==> src/rtl/sy_ppl_bht_upd_queue.sv <==
// Staging queue between branch resolution and retire. Resolved branches are
// pushed in execution order, retire pops them one per committed branch, and
// the popped entry is presented as a registered BHT update one cycle later.
// Wrong-path entries are discarded by a flush and never reach the BHT.

package sy_ppl_bht_pkg;

    // Width of a branch pc
    localparam int unsigned AWTH = 32;

    // Update record handed to the branch history table
    typedef struct packed {
        logic            vld;
        logic [AWTH-1:0] pc;
        logic            taken;
    } bht_update_t;

endpackage

module sy_ppl_bht_upd_queue
    import sy_ppl_bht_pkg::*;
#(
    parameter int unsigned DEPTH   = 8,
    parameter int unsigned PTR_WTH = $clog2(DEPTH)
) (
    input  logic               clk_i,
    input  logic               rst_i,
    input  logic               flush_i,
    input  logic               res_vld_i,
    output logic               res_rdy_o,
    input  logic [AWTH-1:0]    res_pc_i,
    input  logic               res_taken_i,
    input  logic               res_is_cond_i,
    input  logic               commit_i,
    output bht_update_t        bht_update_o,
    output logic [PTR_WTH:0]   cnt_o,
    output logic               err_o
);

    // Pointers carry one wrap bit above the index so full and empty differ
    typedef logic [PTR_WTH:0] ptr_t;

    typedef struct packed {
        logic [AWTH-1:0] pc;
        logic            taken;
        logic            is_cond;
    } entry_t;

    entry_t      entries_q [DEPTH];
    entry_t      entries_d [DEPTH];
    ptr_t        wr_ptr_q, wr_ptr_d;
    ptr_t        rd_ptr_q, rd_ptr_d;
    bht_update_t upd_q, upd_d;
    logic        err_q, err_d;

    logic        empty;
    logic        full;
    logic        push;
    logic        pop;
    ptr_t        rd_ptr_inc;
    entry_t      head;

    // Status, handshake and next-state computation for pointers, storage and outputs
    always_comb begin
        empty = (wr_ptr_q == rd_ptr_q);
        full  = (wr_ptr_q[PTR_WTH-1:0] == rd_ptr_q[PTR_WTH-1:0]) &&
                (wr_ptr_q[PTR_WTH] != rd_ptr_q[PTR_WTH]);

        // A flush drops the incoming push; a full queue refuses it even if
        // the head leaves this same cycle
        push = res_vld_i && !full && !flush_i;
        pop  = commit_i && !empty;
        head = entries_q[rd_ptr_q[PTR_WTH-1:0]];

        entries_d = entries_q;
        if (push) begin
            entries_d[wr_ptr_q[PTR_WTH-1:0]] = '{pc:      res_pc_i,
                                                 taken:   res_taken_i,
                                                 is_cond: res_is_cond_i};
        end

        wr_ptr_d   = wr_ptr_q + ptr_t'(push);
        rd_ptr_inc = rd_ptr_q + ptr_t'(pop);
        // The commit in a flush cycle still retires the head; everything
        // younger is discarded by snapping the read pointer to the write pointer
        rd_ptr_d   = flush_i ? wr_ptr_q : rd_ptr_inc;

        // Unconditional branches pop normally but do not train the BHT
        upd_d     = upd_q;
        upd_d.vld = 1'b0;
        if (pop) begin
            upd_d.vld   = head.is_cond;
            upd_d.pc    = head.pc;
            upd_d.taken = head.taken;
        end

        err_d = err_q || (commit_i && empty);
    end

    // Control state register with synchronous reset
    always_ff @(posedge clk_i) begin
        if (rst_i) begin
            wr_ptr_q <= '0;
            rd_ptr_q <= '0;
            upd_q    <= '0;
            err_q    <= 1'b0;
        end else begin
            wr_ptr_q <= wr_ptr_d;
            rd_ptr_q <= rd_ptr_d;
            upd_q    <= upd_d;
            err_q    <= err_d;
        end
    end

    // Entry payloads are plain storage and are not reset
    always_ff @(posedge clk_i) begin
        entries_q <= entries_d;
    end

    assign res_rdy_o    = !full;
    assign cnt_o        = wr_ptr_q - rd_ptr_q;
    assign bht_update_o = upd_q;
    assign err_o        = err_q;

endmodule

==> config.mk <==
export PLATFORM = sky130hd
export DESIGN_NAME = sy_ppl_bht_upd_queue
export DESIGN_NICKNAME = d
export VERILOG_FILES = /design/src/rtl/sy_ppl_bht_upd_queue.sv
export SDC_FILE = /design/constraint.sdc
export NUM_CORES = 1
export LEC_CHECK = 0
export ABC_CLOCK_PERIOD_IN_PS = 10100
export CAP_MARGIN = 0
export CORE_ASPECT_RATIO = 1.1
export CORE_MARGIN = 2
export CORE_UTILIZATION = 63
export DETAILED_ROUTE_END_ITERATION = 12
export MAX_ROUTING_LAYER = met4
export PLACE_DENSITY_LB_ADDON = 0.08
export SYNTH_ARGS = -nofsm -noshare
export SYNTH_HDL_FRONTEND = slang
export SYNTH_SLANG_ARGS = --single-unit
==> constraint.sdc <==
create_clock -name clk_i -period 10.1 [get_ports clk_i]
set_clock_uncertainty 0.15 [all_clocks]
set_input_delay 2.02 -clock clk_i [delete_from_list [all_inputs] [get_ports clk_i]]
set_output_delay 2.02 -clock clk_i [all_outputs]
set_load 0.02 [all_outputs]
==> run_results.csv, run 1 <==
group,metric,value,unit
outcome,outcome,"completed",
timing,setup-violations-final,0,
detailed_routing,postRouteAntennaNets,0,
critical_path,r2r-end,"entries_q[255]",
detailed_routing,wl_per_cell,23.6,um
timing,fmax,0.186,GHz
clocking,cts.sinks,315,
clocking,clock_path_buffers,3,
power,ir_drop,0.177,mV
synthesis,yosysSeqAreaShare,0.759,
global_route,grt_max_degree,73,
critical_path,required,7930,ps
place,place.port_buffers,78,
die,start_util,0.644,
timing,timing.final.ws_setup,4710,ps
final_layout,fillCellCount,1073,
power,seqPwrFrac,0.515,
power,p_comb_frac,0.072,
detailed_routing,drt_iter0_drc,489,
power,power.leakage,0.00442,uW
die,dieArea,0.0200,mm^2
detailed_routing,drc,0,
power,swShare,0.213,
final_layout,final_nets,743,
timing,hold_viol_final,0,
global_route,grt_pass1_vias,6319,
global_route,overflow,0,
clocking,cts-root-buf,"clkbuf_16",
hold_path,min_from,"err_o",
synthesis,synth_cells,614,
place,gp_congestion,0.718,
hold_path,hold_path_end,"err_o",
detailed_routing,drtPass1Iterations,5,
power,p_per_area,205,mW/mm^2
hold_path,hold_depth,2,
final_layout,area_delta_synth_final,16.9,%
critical_path,worstRegToRegCells,6,
job,drv_cap,0,
critical_path,path_cells,"inv_1, ha_1, a21o_1, a21oi_1, xor2_1, clkdlybuf4s50_1",
clocking,clk_latency,560,ps
timing,finalCritPeriodShare,0.533,
clocking,post_cts_resized,0,
clocking,cts_setup_buffers,0,
critical_path,worstSetupEndpointType,"primary output",
power,pwr-share-clk,0.413,
timing,slew_violations,0,
detailed_routing,drt-vias-per-instance,6.18,
synthesis,netlist_area,0.0119,mm^2
clocking,cts_tree,"built",
final_layout,drive_above_1_share,0.189,
global_route,grt_pass1_wl,35600,um
clocking,clk_pin_slew_worst_paths,60,ps
hold_path,holdCritPathClass,"register to register",
power,p_sw,607,uW
critical_path,arrival,3220,ps
detailed_routing,wirelength,22800,um
critical_path,start_kind,"register",
timing,finalCriticalPeriod,5390,ps
final_layout,antenna_cells,0,
place,post-place-ws,4650,ps
global_route,grt_usage,0.245,
critical_path,cp_max_fo,72,
synthesis,syn_nets,661,
timing,rsz0062_at_grt,"false",
clocking,htreeDepth,1,
timing,worst-slew-pin-transition,1270,ps
critical_path,critPathMaxStageDelay,1060,ps
synthesis,ys_seq_elements,315,
synthesis,avgSynthCellArea,19.4,um^2
critical_path,r2r_slack,5870,ps
die,die_x,135,um
die,die_h,148,um
clocking,cts_buffers,31,
timing,slew_headroom,0.148,
place,hpwlAfterDp,12300,um
power,p_int,2240,uW
die,core,0.0185,mm^2
synthesis,synth_cell_type_count,29,
critical_path,r2r-start,"rd_ptr_q[2]",
die,rows,52,
detailed_routing,vias,5954,
global_route,antenna_found_initial,0,
synthesis,synth_warnings,0,
clocking,cts_hold_buf,0,
critical_path,crit_type,"register to primary output",
critical_path,cpMaxStageDelayCell,"dfxtp_4",
die,boundaryPins,79,
timing,fin_tns_setup,0,ps
## critical path: cells and delay by family (launching register included)
kind,cells,cell delay (ps)
flops,1,1060
buf+inv,2,730
compound gates,2,360
fa+ha+maj,1,350
xor+xnor,1,150
## logic make-up after synthesis
group,synth area share
flip-flops,0.759
AND/OR/NAND/NOR,0.0426
multiplexers,0.133
buffers and inverters,0.0227
AO/OA/AOI/OAI,0.0277
adder cells (fa/ha/maj),0.00904
XOR/XNOR,0.00578
## how the worst max path moves through the flow
stage | startpoint | endpoint | slack [ps]
2_1_floorplan | flush_i | entries_q[204] | 4430
3_3_place_gp | flush_i | entries_q[249] | 4800
3_5_place_dp | flush_i | entries_q[251] | 4650
4_1_cts | rd_ptr_q[1] | cnt_o[3] | 4670
5_1_grt | rd_ptr_q[1] | cnt_o[3] | 4490
6_report | rd_ptr_q[1] | cnt_o[3] | 4710
## sequential cells by signal, summed over array words and instances, names as in the netlist
name	count
bht_update_o	34
rd_ptr_q	4
entries_q	272
wr_ptr_q	4
err_o	1
## cell type report
class	instances	area, um^2	share of cell area
Clock buffer	36	795	0.0571
Clock inverter	22	259	0.0186
Timing Repair Buffer	86	836	0.0601
Multi-Input combinational cell	255	2650	0.191
Inverter	7	26.3	0.00189
Tap cell	243	304	0.0219
Sequential cell	315	9040	0.650
## cells in the final DEF (no fill, tap or decap), types with 5 or more instances in the layout
cell and n:
nand2_1 70, bufinv_16 5, mux4_2 64, buf_4 8
clkinv_2 6, a311oi_1 33, ha_1 7, dfxtp_1 40
clkbuf_16 31, edfxtp_1 272, nor2_1 42, nor2_4 6
inv_1 6, clkdlybuf4s50_1 77, clkbuf_1 5
## power by group through the flow
stage / registers [uW] / clock network (uW) / logic (uW)
5_1_grt: 1470 / 1250 / 223
2_1_floorplan: 1500 / 0 / 115
3_3_place_gp: 1490 / 0 / 200
6_report: 1470 / 1170 / 206
3_5_place_dp: 1490 / 0 / 207
4_1_cts: 1470 / 1190 / 208
## per-stage QoR
| stage | hold slack, ps | total power [uW] | cells | cell area (um^2) | utilization |
|---|---|---|---|---|---|
| 4_1_cts | 325 | 2870 | 964 | 13900 | 0.753 |
| 3_5_place_dp | 307 | 1700 | 906 | 12900 | 0.696 |
| 2_1_floorplan | 366 | 1620 | 614 | 11900 | - |
| 3_3_place_gp | 312 | 1690 | 906 | 12900 | 0.696 |
| 5_1_grt | 366 | 2940 | 964 | 13900 | 0.753 |
| 6_report | 319 | 2850 | 964 | 13900 | 0.753 |
## per-layer routing
metal | part of all wire | global-route usage | wire [um] | up-vias
met5 | 0 | - | 0 | -
li1 | - | - | - | 2617
met4 | 0.016 | 0.0630 | 372 | 0
met2 | 0.51 | 0.400 | 11700 | 223
met1 | 0.41 | 0.338 | 9250 | 3073
met3 | 0.062 | 0.0331 | 1420 | 41
## synth_stat cells
| master | instances | share of area |
|---|---|---|
| a21o_1 | 1 | 0.00063 |
| a21oi_1 | 3 | 0.0013 |
| a311oi_1 | 33 | 0.024 |
| a41oi_1 | 1 | 0.00074 |
| buf_12 | 3 | 0.0050 |
| buf_2 | 12 | 0.0050 |
| buf_4 | 5 | 0.0032 |
| buf_6 | 3 | 0.0028 |
| clkbuf_1 | 14 | 0.0044 |
| clkinv_1 | 1 | 0.00032 |
| dfxtp_1 | 43 | 0.072 |
| edfxtp_1 | 272 | 0.69 |
| fa_1 | 1 | 0.0017 |
| ha_1 | 7 | 0.0074 |
| inv_1 | 6 | 0.0019 |
| mux2i_1 | 4 | 0.0034 |
| mux4_1 | 4 | 0.0088 |
| mux4_2 | 64 | 0.12 |
| nand2_1 | 70 | 0.022 |
| nand2b_1 | 3 | 0.0016 |
| nand3_1 | 3 | 0.0013 |
| nor2_1 | 48 | 0.015 |
| nor2b_1 | 2 | 0.0011 |
| nor3_1 | 2 | 0.00084 |
| nor3b_1 | 1 | 0.00063 |
| o21a_2 | 1 | 0.00074 |
| xnor2_1 | 4 | 0.0029 |
| xor2_1 | 2 | 0.0015 |
| xor2_2 | 1 | 0.0014 |
Power figures use the tool's default switching activity.
==> inputs of run 2 (changes only) <==
--- a/config.mk
+++ b/config.mk
@@ -5,11 +5,11 @@
 export SDC_FILE = /design/constraint.sdc
 export NUM_CORES = 1
 export LEC_CHECK = 0
-export ABC_CLOCK_PERIOD_IN_PS = 10100
+export ABC_CLOCK_PERIOD_IN_PS = 5360
 export CAP_MARGIN = 0
 export CORE_ASPECT_RATIO = 1.1
 export CORE_MARGIN = 2
-export CORE_UTILIZATION = 63
+export CORE_UTILIZATION = 58
 export DETAILED_ROUTE_END_ITERATION = 12
 export MAX_ROUTING_LAYER = met4
 export PLACE_DENSITY_LB_ADDON = 0.08
==> constraint.sdc (replaced) <==
create_clock -name clk_i -period 5.36 [get_ports clk_i]
set_clock_uncertainty 0.15 [all_clocks]
set_input_delay 1.072 -clock clk_i [delete_from_list [all_inputs] [get_ports clk_i]]
set_output_delay 1.072 -clock clk_i [all_outputs]
set_load 0.02 [all_outputs]
==> run_results.csv, run 2 (synthesis results as in run 1) <==
group,metric,value,unit
outcome,outcome,"completed",
timing,slew_headroom,0.248,
global_route,antenna_found_initial,0,
critical_path,worstSetupEndpointType,"primary output",
timing,rsz0062_at_grt,"false",
die,rows,54,
critical_path,r2r-start,"rd_ptr_q[2]",
final_layout,final_nets,746,
critical_path,cp_max_fo,36,
critical_path,path_cells,"buf_4, clkinv_1, buf_4, ha_1, a21oi_1, xor2_1, clkdlybuf4s50_1",
clocking,cts_setup_buffers,0,
timing,slew_violations,0,
critical_path,critPathMaxStageDelay,630,ps
place,place.port_buffers,78,
detailed_routing,wl_per_cell,22.9,um
power,p_per_area,381,mW/mm^2
critical_path,crit_family,"buffers and inverters",
global_route,overflow,0,
critical_path,worst-path-buf-inv,4,
critical_path,r2r-end,"entries_q[18]",
timing,setup-violations-final,0,
clocking,cts_buffers,31,
critical_path,worstRegToRegCells,8,
clocking,cts-root-buf,"clkbuf_16",
place,hpwlAfterDp,12400,um
final_layout,antenna_cells,0,
critical_path,cpMaxStageDelayCell,"clkdlybuf4s50_1",
detailed_routing,vias,5899,
global_route,grt_max_degree,71,
hold_path,holdCritPathClass,"register to register",
final_layout,layout_commonest_cell,"edfxtp_1",
detailed_routing,wirelength,22300,um
detailed_routing,drtPass1Iterations,5,
clocking,clk_pin_slew_worst_paths,60,ps
place,post-place-ws,1350,ps
final_layout,final_cell_mix,"edfxtp_1, clkdlybuf4s50_1, nand2_1, mux4_2, nor2_1",
job,drv_cap,0,
global_route,grt_usage,0.216,
clocking,cts.sinks,315,
clocking,clk_latency,540,ps
detailed_routing,drt_iter0_drc,389,
hold_path,hold_depth,2,
die,dieArea,0.0217,mm^2
die,boundaryPins,79,
critical_path,crit_type,"register to primary output",
clocking,cts_tree,"built",
timing,timing.final.ws_setup,970,ps
critical_path,arrival,3170,ps
detailed_routing,postRouteAntennaNets,0,
die,die_x,141,um
timing,worst-slew-pin-transition,1120,ps
timing,finalCriticalPeriod,4390,ps
final_layout,largest_reg_flops,272,
timing,fmax,0.228,GHz
critical_path,start_kind,"register",
hold_path,min_from,"err_o",
critical_path,startpoint,"rd_ptr_q[2]",
die,die_h,154,um
critical_path,path_common_cell,"buf_4",
timing,finalCritPeriodShare,0.819,
critical_path,required,4140,ps
critical_path,r2r_slack,1520,ps
timing,hold_viol_final,0,
die,start_util,0.595,
clocking,htreeDepth,1,
final_layout,area_delta_synth_final,17.0,%
detailed_routing,drc,0,
final_layout,fillCellCount,1269,
global_route,grt_pass1_vias,6103,
final_layout,top_register,"entries_q",
clocking,cts_hold_buf,0,
hold_path,hold_path_end,"err_o",
clocking,clock_path_buffers,3,
place,gp_congestion,0.743,
final_layout,drive_above_1_share,0.192,
timing,fin_tns_setup,0,ps
detailed_routing,drt-vias-per-instance,6.05,
global_route,grt_pass1_wl,34900,um
clocking,post_cts_resized,0,
power,ir_drop,0.324,mV
power,power.leakage,0.00444,uW
die,core,0.0200,mm^2
## run 2: worst max path at each step
stage / end / slack, ps / cells past startpoint
final: cnt_o[3] / 970 / 7
after global routing: cnt_o[3] / 800 / 7
after CTS: cnt_o[3] / 920 / 7
after detailed placement: entries_q[18] / 1350 / 6
after global placement: entries_q[18] / 1410 / 6
after floorplan: entries_q[204] / 630 / 7
## run 2: area by class of cell
| type | count | area [um^2] | share of cell area |
|---|---|---|---|
| Sequential cell | 315 | 9040 | 0.649 |
| Multi-Input combinational cell | 255 | 2650 | 0.191 |
| Timing Repair Buffer | 89 | 858 | 0.0616 |
| Clock buffer | 37 | 828 | 0.0595 |
| Tap cell | 252 | 315 | 0.0226 |
| Clock inverter | 20 | 204 | 0.0146 |
| Inverter | 7 | 26.3 | 0.00189 |
## run 2: stage by stage
step	hold WS [ps]	instances	total power, uW	area (um^2)	util
after floorplan	366	614	3050	11900	-
after global placement	312	918	3200	12900	0.645
after detailed placement	314	918	3210	12900	0.645
after CTS	332	975	5350	13900	0.696
after global routing	371	975	5470	13900	0.696
final	332	975	5310	13900	0.696
## run 2: metal layers
metal,vias up,global-route usage,share of wire,routed length (um)
met5,-,-,0,0
met4,0,0.0510,0.018,408
met3,36,0.0282,0.056,1240
met2,172,0.351,0.50,11200
met1,3076,0.301,0.43,9500
li1,2615,-,-,-
## run 2: where the power goes
group          total [uW]  switching [uW]  internal, uW  leakage, uW
combinational         401             210           191      0.00112
sequential           2750            32.8          2720      0.00281
clock                2160             869          1290     0.000510
## run 2: worst register-to-register path, cell delays in order (launching register included)
cell and delay [ps]:
dfxtp_2 310, buf_4 440, clkinv_1 160, buf_4 310
ha_1 420, a41oi_1 330, nand2_1 290, nor2_4 730
buf_4 390
